===== config.mk =====
export PLATFORM = sky130hd
export DESIGN_NAME = rv32i_packet_queue_flat
export DESIGN_NICKNAME = d
export VERILOG_FILES = /design/src/rtl/rv32i_packet_queue_pkg.sv /design/src/rtl/rv32i_packet_queue_if.sv /design/src/rtl/rv32i_packet_queue.sv /design/src/flat_wrapper.sv
export SDC_FILE = /design/constraint.sdc
export NUM_CORES = 1
export LEC_CHECK = 0
export CAP_MARGIN = 20
export CORE_MARGIN = 2
export CORE_UTILIZATION = 40
export DETAILED_ROUTE_END_ITERATION = 10
export PLACE_DENSITY = 0.68
export SLEW_MARGIN = 40
export SYNTH_ARGS = -nofsm -noshare
export SYNTH_HDL_FRONTEND = slang
export SYNTH_SLANG_ARGS = --single-unit

===== constraint.sdc =====
create_clock -name clk -period 11.7 [get_ports clk]
set_input_delay 3.51 -clock clk [delete_from_list [all_inputs] [get_ports clk]]
set_output_delay 3.51 -clock clk [all_outputs]
set_load 0.005 [all_outputs]

===== src/rtl/rv32i_packet_queue_pkg.sv =====
// Shared types for the rv32i inter-stage packet queue.
package rv32i_packet_queue_pkg;

  // valid must stay the MSB: the queue's bubble flush clears bit WIDTH-1.
  typedef struct packed {
    logic        valid;
    logic [31:0] pc;
    logic [31:0] instr;
  } rv32i_packet_t;

  typedef enum logic {FLUSH_DROP, FLUSH_BUBBLE} flush_mode_t;

  localparam int PACKET_WIDTH     = $bits(rv32i_packet_t);
  localparam int PACKET_VALID_BIT = PACKET_WIDTH - 1;

endpackage


===== src/rtl/rv32i_packet_queue_if.sv =====
// Valid/ready handshake bundle on both sides of the packet queue.
interface rv32i_packet_queue_if
  import rv32i_packet_queue_pkg::*;
#(
  parameter int WIDTH = PACKET_WIDTH
);
  logic             in_valid;
  logic             in_ready;
  logic [WIDTH-1:0] in_packet;
  logic             out_valid;
  logic             out_ready;
  logic [WIDTH-1:0] out_packet;

  modport master (
    output in_valid, in_packet, out_ready,
    input  in_ready, out_valid, out_packet
  );

  modport slave (
    input  in_valid, in_packet, out_ready,
    output in_ready, out_valid, out_packet
  );
endinterface


===== src/rtl/rv32i_packet_queue.sv =====
// DEPTH-entry FIFO between pipeline stages with drop or bubble flush.
// in_ready ignores out_ready, so DEPTH=1 only sustains one packet every two cycles.
module rv32i_packet_queue
  import rv32i_packet_queue_pkg::*;
#(
  parameter int          DEPTH      = 2,
  parameter int          WIDTH      = PACKET_WIDTH,
  parameter flush_mode_t FLUSH_MODE = FLUSH_DROP,
  localparam int         CNT_W      = $clog2(DEPTH + 1),
  localparam int         PTR_W      = (DEPTH > 1) ? $clog2(DEPTH) : 1
) (
  input  logic                 clk,
  input  logic                 rst,
  input  logic                 i_flush,
  output logic [CNT_W-1:0]     o_count,
  rv32i_packet_queue_if.slave  bus
);

  logic [WIDTH-1:0] r_mem [DEPTH];
  logic [PTR_W-1:0] r_head;
  logic [PTR_W-1:0] r_tail;
  logic [CNT_W-1:0] r_count;

  logic             w_in_ready;
  logic             w_out_valid;
  logic             w_push;
  logic             w_pop;
  logic             w_drop;
  logic             w_bubble;
  logic             w_wr_en;
  logic [WIDTH-1:0] w_wr_data;

  // Explicit compare so non power-of-two depths wrap correctly.
  function automatic logic [PTR_W-1:0] f_next_ptr(input logic [PTR_W-1:0] p);
    return (p == PTR_W'(DEPTH - 1)) ? '0 : p + PTR_W'(1);
  endfunction

  function automatic logic [WIDTH-1:0] f_clear_valid(input logic [WIDTH-1:0] d);
    logic [WIDTH-1:0] r;
    r            = d;
    r[WIDTH-1]   = 1'b0;
    return r;
  endfunction

  assign w_in_ready  = (r_count < CNT_W'(DEPTH));
  assign w_out_valid = (r_count != '0);
  assign w_push      = bus.in_valid & w_in_ready;
  assign w_pop       = w_out_valid & bus.out_ready;
  assign w_drop      = rst | (i_flush & (FLUSH_MODE == FLUSH_DROP));
  assign w_bubble    = i_flush & (FLUSH_MODE == FLUSH_BUBBLE);
  assign w_wr_en     = w_push & ~w_drop;
  assign w_wr_data   = w_bubble ? f_clear_valid(bus.in_packet) : bus.in_packet;

  // Storage: no reset, only the valid bit is ever touched by a bubble flush.
  always_ff @(posedge clk) begin
    if (w_bubble) begin
      for (int i = 0; i < DEPTH; i++) begin
        r_mem[i][WIDTH-1] <= 1'b0;
      end
    end
    if (w_wr_en) begin
      r_mem[r_tail] <= w_wr_data;
    end
  end

  // Control: reset and drop flush override any push/pop in the same cycle.
  always_ff @(posedge clk) begin
    if (w_drop) begin
      r_head  <= '0;
      r_tail  <= '0;
      r_count <= '0;
    end else begin
      if (w_push) r_tail <= f_next_ptr(r_tail);
      if (w_pop)  r_head <= f_next_ptr(r_head);
      case ({w_push, w_pop})
        2'b10:   r_count <= r_count + CNT_W'(1);
        2'b01:   r_count <= r_count - CNT_W'(1);
        default: r_count <= r_count;
      endcase
    end
  end

  assign bus.in_ready   = w_in_ready;
  assign bus.out_valid  = w_out_valid;
  assign bus.out_packet = w_out_valid ? r_mem[r_head] : '0;
  assign o_count        = r_count;

endmodule


===== src/flat_wrapper.sv =====
// flat-port wrapper written by rule: the top's interface ports become plain ports
module rv32i_packet_queue_flat import rv32i_packet_queue_pkg::*;
#(
  parameter int          DEPTH      = 2,
  parameter int          WIDTH      = PACKET_WIDTH,
  parameter flush_mode_t FLUSH_MODE = FLUSH_DROP,
  localparam int         CNT_W      = $clog2(DEPTH + 1),
  localparam int         PTR_W      = (DEPTH > 1) ? $clog2(DEPTH) : 1
)
  (clk, rst, i_flush, o_count, bus_in_valid, bus_in_packet, bus_out_ready, bus_in_ready, bus_out_valid, bus_out_packet);
  rv32i_packet_queue_if #(.WIDTH(WIDTH)) bus_i ();
  input  logic clk;
  input  logic rst;
  input  logic i_flush;
  output logic [CNT_W-1:0] o_count;
  input wire logic [$bits(bus_i.in_valid)-1:0] bus_in_valid;
  input wire logic [$bits(bus_i.in_packet)-1:0] bus_in_packet;
  input wire logic [$bits(bus_i.out_ready)-1:0] bus_out_ready;
  output wire logic [$bits(bus_i.in_ready)-1:0] bus_in_ready;
  output wire logic [$bits(bus_i.out_valid)-1:0] bus_out_valid;
  output wire logic [$bits(bus_i.out_packet)-1:0] bus_out_packet;
  assign bus_i.in_valid = bus_in_valid;
  assign bus_i.in_packet = bus_in_packet;
  assign bus_i.out_ready = bus_out_ready;
  assign bus_in_ready = bus_i.in_ready;
  assign bus_out_valid = bus_i.out_valid;
  assign bus_out_packet = bus_i.out_packet;
  rv32i_packet_queue #(.DEPTH(DEPTH), .WIDTH(WIDTH), .FLUSH_MODE(FLUSH_MODE)) u_core (.clk(clk), .rst(rst), .i_flush(i_flush), .o_count(o_count), .bus(bus_i));
endmodule

# Word level (Yosys, flattened, before mapping)
# Memories as Yosys holds them, arrays and structs flattened. A register that Yosys moved wholly into a read port is not among the register bits.
# Cells that the tools add are included.
dict set report op_classes {
  addsub 4
  magnitude_cmp 1
  eq_ne 2
  n_mux 8
  n_bitwise 5
  reduce_logical 2
}
# cell n
set op_table {}
lappend op_table {{2-to-1 mux 65 bit} 1}
lappend op_table {{2-to-1 mux 1 bit} 6}
lappend op_table {{one-hot mux 2 bit (2 select lines)} 1}
lappend op_table {{nonzero test 2 bit} 2}
lappend op_table {{AND 1 bit} 3}
lappend op_table {{adder 1 bit (second input constant)} 2}
lappend op_table {{adder 2 x 1 -> 2 bit (second input constant)} 1}
lappend op_table {{== test 2 x 1 -> 1 bit (second input constant)} 1}
lappend op_table {{== test 2 bit (second input constant)} 1}
lappend op_table {{less-than comparator 2 bit (second input constant)} 1}
lappend op_table {{subtractor 2 x 1 -> 2 bit (second input constant)} 1}
lappend op_table {{inverter 1 bit} 1}
lappend op_table {{bitwise OR 1 bit} 1}
dict set report totals {
  regBits 4
  ram_bits 130
  output_inout_bits 69
  elab_cells 26
  memories 1
}
# memory depth word_bits rd rd_ports_with_merged_regs wr line
set memory_table {}
lappend memory_table {u_core.r_mem 2 65 1 1 1 rv32i_packet_queue.sv:19} ;# logic [WIDTH-1:0] r_mem [DEPTH];

# Longest topological paths before layout
dict set report depth {
  word_depth 5
  mapped_depth 6
  mapped_depth_nobuf 6
}

# Worst setup path after synthesis
# No wires, ideal clock.
dict set report synth_path {
  path_kind {input to register}
  startpoint {input port bus_in_valid}
  endpoint {memory u_core.r_mem[0][0] (netlist bit) (enable)}
  setup_time_ns 0.655
  t_arrival_ns 9.940
  required_ns 11.045
  path_slack_ns 1.104
  cell_stages 3
  cell_sequence {nor2b_1 inv_1 nor4_1}
}
dict set report synth_between {
  elab_chain_len 4
}
# element line
set synth_rtl {}
lappend synth_rtl {{start, declared} flat_wrapper.sv:16} ;# input wire logic [$bits(bus_i.in_valid)-1:0] bus_in_valid;
lappend synth_rtl {{AND 1 bit} rv32i_packet_queue.sv:47} ;# assign w_push = bus.in_valid & w_in_ready;
lappend synth_rtl {{AND 1 bit} rv32i_packet_queue.sv:51} ;# assign w_wr_en = w_push & ~w_drop;
lappend synth_rtl {{2-to-1 mux 1 bit} rv32i_packet_queue.sv:61} ;# if (w_wr_en) begin
lappend synth_rtl {{2-to-1 mux 1 bit (implied by the code)} rv32i_packet_queue.sv:62} ;# r_mem[r_tail] <= w_wr_data;
lappend synth_rtl {{end, declared} rv32i_packet_queue.sv:19}
# No other way between the ends.

# Worst setup path in the final report
dict set report layout_path {
  startpoint {register u_core.r_count[1], in the netlist u_core.o_count[1]}
  endpoint {output port bus_out_packet[20]}
}
dict set report layout_between {
  elab_chain_len 2
}
# element line
set layout_rtl {}
lappend layout_rtl {{start, declared} rv32i_packet_queue.sv:22} ;# logic [CNT_W-1:0] r_count;
lappend layout_rtl {{start signal, assigned} rv32i_packet_queue.sv:76} ;# 2'b10: r_count <= r_count + CNT_W'(1);
lappend layout_rtl {{start signal, assigned} rv32i_packet_queue.sv:77} ;# 2'b01: r_count <= r_count - CNT_W'(1);
lappend layout_rtl {{start signal, assigned} rv32i_packet_queue.sv:78} ;# default: r_count <= r_count;
lappend layout_rtl {{nonzero test 2 bit} rv32i_packet_queue.sv:46} ;# assign w_out_valid = (r_count != '0);
lappend layout_rtl {{2-to-1 mux 65 bit} rv32i_packet_queue.sv:85} ;# assign bus.out_packet = w_out_valid ? r_mem[r_head] : '0;
lappend layout_rtl {{end, declared} flat_wrapper.sv:21} ;# output wire logic [$bits(bus_i.out_packet)-1:0] bus_out_packet;
# No other way between the ends.

==> flow_metrics.py <==
metrics = {
    "power": {
        "powerDensity_mw_per_mm2": 157,
        "p_leak_nw": 2.35,
        "irDropWorstVdd_mv": 0.102,
    },
    "worst_hold_path": {
        "min_from": "u_core.r_head",
        "whs_path_depth": 2,
        "whs_endpoint": "u_core.r_head",
        "hold_class": "reg2reg",
    },
    "critical_path": {
        "worstReg2RegStart": "u_core.o_count[1]",
        "crit_arrival_ns": 2.13,
        "crit_required_ns": 8.19,
        "critPathMaxStageDelay_ns": 0.54,
        "reg2reg_depth": 5,
        "timing.rr.end": "u_core.r_mem[0][3]",
        "rrSetupSlack_ns": 9.63,
        "setup.worst_path.end_class": "output pin",
        "critical_path_class": "reg2out",
        "cp_slowest_cell": "buf_4",
        "cp_max_fo": 66,
        "path_cells": "nor2_4 > buf_4 > nor2_1 > clkdlybuf4s50_1",
        "worst_setup_path_start_kind": "flip-flop",
    },
    "clock_network": {
        "cts_buffers": 17,
        "cts-hold-fix-buffers": 0,
        "cts_setup_buffers": 0,
        "worstSkewPairLatency_ns": 0.40,
        "clockBufferDepth": 2,
        "cts_root_buf": "clkbuf_16",
        "ctsResizeCount": 0,
        "cts_sinks": 135,
        "clk_pin_slew_ns": 0.05,
        "htreeDepth": 4,
        "cts_tree": "done",
    },
    "timing": {
        "max_freq_ghz": 0.177,
        "slew_viol_final": 0,
        "skew_ns": 0.00462,
        "max_slew.worst_pin.slew_ns": 0.678,
        "fin_crit_sh_pct": 48.2,
        "layout_min_cycle_time_ns": 5.64,
        "rsz0062_at_grt": "no",
        "layout_setup_ws_ns": 6.06,
        "tns_ns": 0,
        "hold_viol": 0,
        "final-setup-viol-count": 0,
        "max-slew-margin-rel_pct": 54.8,
    },
    "synth": {
        "synth_cell_types": 18,
        "synthFlopType": "edfxtp_1",
        "ys_seq_elements": 135,
        "yosysSeqAreaShare_pct": 78.3,
        "synth_top_family_by_area": "multiplexers",
        "synth-edff-count": 130,
        "synth-simple-area-share_pct": 5.80,
        "syn_area_mm2": 0.00511,
        "syn_inst": 301,
        "synth_fa_ha_area_share_pct": 0.245,
        "yosys_warnings": 0,
        "syn_avg_cell_area_um2": 17.0,
        "synth-compound-area-share_pct": 0.343,
        "synth-xor-area-share_pct": 0.685,
        "syn-num-nets": 372,
        "synthMuxAreaShare_pct": 12.7,
        "async_flop_share_pct": 0,
    },
    "flow_run": {
        "cap_viol_max_count": 0,
    },
    "route": {
        "drc_errors": 0,
        "drt-total-wl_um": 9610,
        "firstDrtPassIters": 4,
        "initialDrtViolationCount": 117,
        "ant_nets": 0,
        "wire_per_inst_um": 15.1,
        "vias_per_cell": 4.64,
        "num_vias": 2949,
    },
    "finish": {
        "fill_cells": 1039,
        "drive_gt1_share_pct": 8.42,
        "fin_nets": 521,
        "final_util_pct": 58.3,
        "antenna_cells": 0,
        "area_growth_pct": 43.4,
    },
    "global_route": {
        "grt-ovfl-total": 0,
        "antenna_found_initial": 0,
        "grt_pass1_vias": 3012,
        "grt_max_degree": 67,
        "track_usage_pct": 14.4,
        "grt_pass1_wl_um": 14600,
    },
    "place": {
        "portBuffers": 138,
        "dp_hpwl_um": 6170,
        "post-place-ws_ns": 6.04,
        "place.gp.congestion": 0.720,
    },
    "floorplan": {
        "pin_count": 139,
        "start_util_pct": 40.7,
        "die_h_um": 117,
        "die_area_mm2": 0.0137,
        "rows": 41,
        "core-area_mm2": 0.0126,
        "die_w_um": 117,
    },
    "run_status": {
        "status": "complete, no violations",
    },
}
[metal layers]
metal | wire, um | track usage, %
met1 | 4170 | 17.1
met2 | 4740 | 24.3
met3 | 615 | 5.36
met4 | 91 | 4.94
met5 | 0 | 0
[critical path, delay by kind of cell (launching register included)]
kind	cells	cell delay [ns]
buf+inv	2	1.02
flops	1	0.39
simple gates	2	0.29
[how the worst max path moves through the flow]
| stage | from | to | slack, ns |
|---|---|---|---|
| after global routing | u_core.o_count[1] | bus_out_packet[19] | 5.91 |
| final | u_core.o_count[1] | bus_out_packet[20] | 6.06 |
| after global placement | flip-flop | bus_out_packet[3] | 6.11 |
| after floorplan | bus_in_valid | u_core.r_mem[0][0] | 1.10 |
| after CTS | u_core.o_count[1] | bus_out_packet[0] | 6.01 |
| after detailed placement | bus_in_valid | u_core.r_mem[0][46] | 6.04 |
[registers in the layout, indices dropped and copies added (netlist names), named ones only]
| signal | count |
|---|---|
| u_core.o_count | 2 |
| u_core.r_head | 1 |
| u_core.r_mem | 130 |
| u_core.r_tail | 1 |
[metrics by stage]
stage / power, mW / hold slack (ns) / instance area, um2 / instances
after floorplan: 0.584 / 0.520 / 5110 / 301
after global placement: 0.640 / 0.533 / 6670 / 599
after detailed placement: 0.643 / 0.546 / 6750 / 603
after CTS: 1.16 / 0.566 / 7330 / 635
after global routing: 1.19 / 0.609 / 7330 / 635
final: 1.15 / 0.567 / 7330 / 635
[where the power goes]
group,switching [mW],internal [mW]
logic,0.0352,0.0525
registers,0.00319,0.541
clock network,0.189,0.331
total,0.228,0.924
[kinds of logic after synthesis]
kind of cell             count (synthesis)
XOR/XNOR                                 4
AND/OR/NAND/NOR                         75
adder cells (fa/ha/maj)                  1
AO/OA/AOI/OAI                            3
buffers and inverters                   18
multiplexers                            65
flip-flops                             135
[cell usage after synthesis (all sizes together) (2+ instances only)]
master	n	area [um2]
nor2	67	251
nor3	4	20.0
mux2i	65	651
clkbuf	2	7.51
inv	4	15.0
dfxtp	5	100
xor2	2	17.5
buf	12	75.1
edfxtp	130	3900
o21ai	2	10.0
xnor2	2	17.5
[final cells by class]
cell class	instances	area, um2	share of cell area (%)
clock inverter	15	161	2.20
clock buffer	17	425	5.80
inverter	4	15.0	0.205
multi-input combinational	148	1030	14.1
tap	172	215	2.94
sequential	135	4010	54.7
timing repair buffer	144	1480	20.1
[placed cells by master, fill, tap and decap left out, types with 3 or more instances in the layout]
cell and n:
buf_12 4, bufinv_16 3, clkbuf_16 17, clkdlybuf4s50_1 138, clkinv_1 3, clkinv_2 4
clkinvlp_4 3, dfxtp_1 4, edfxtp_1 130, inv_1 4, mux2i_1 65, nor2_1 66
nor3_1 4
No activity file was read; power rests on OpenSTA's default activity.
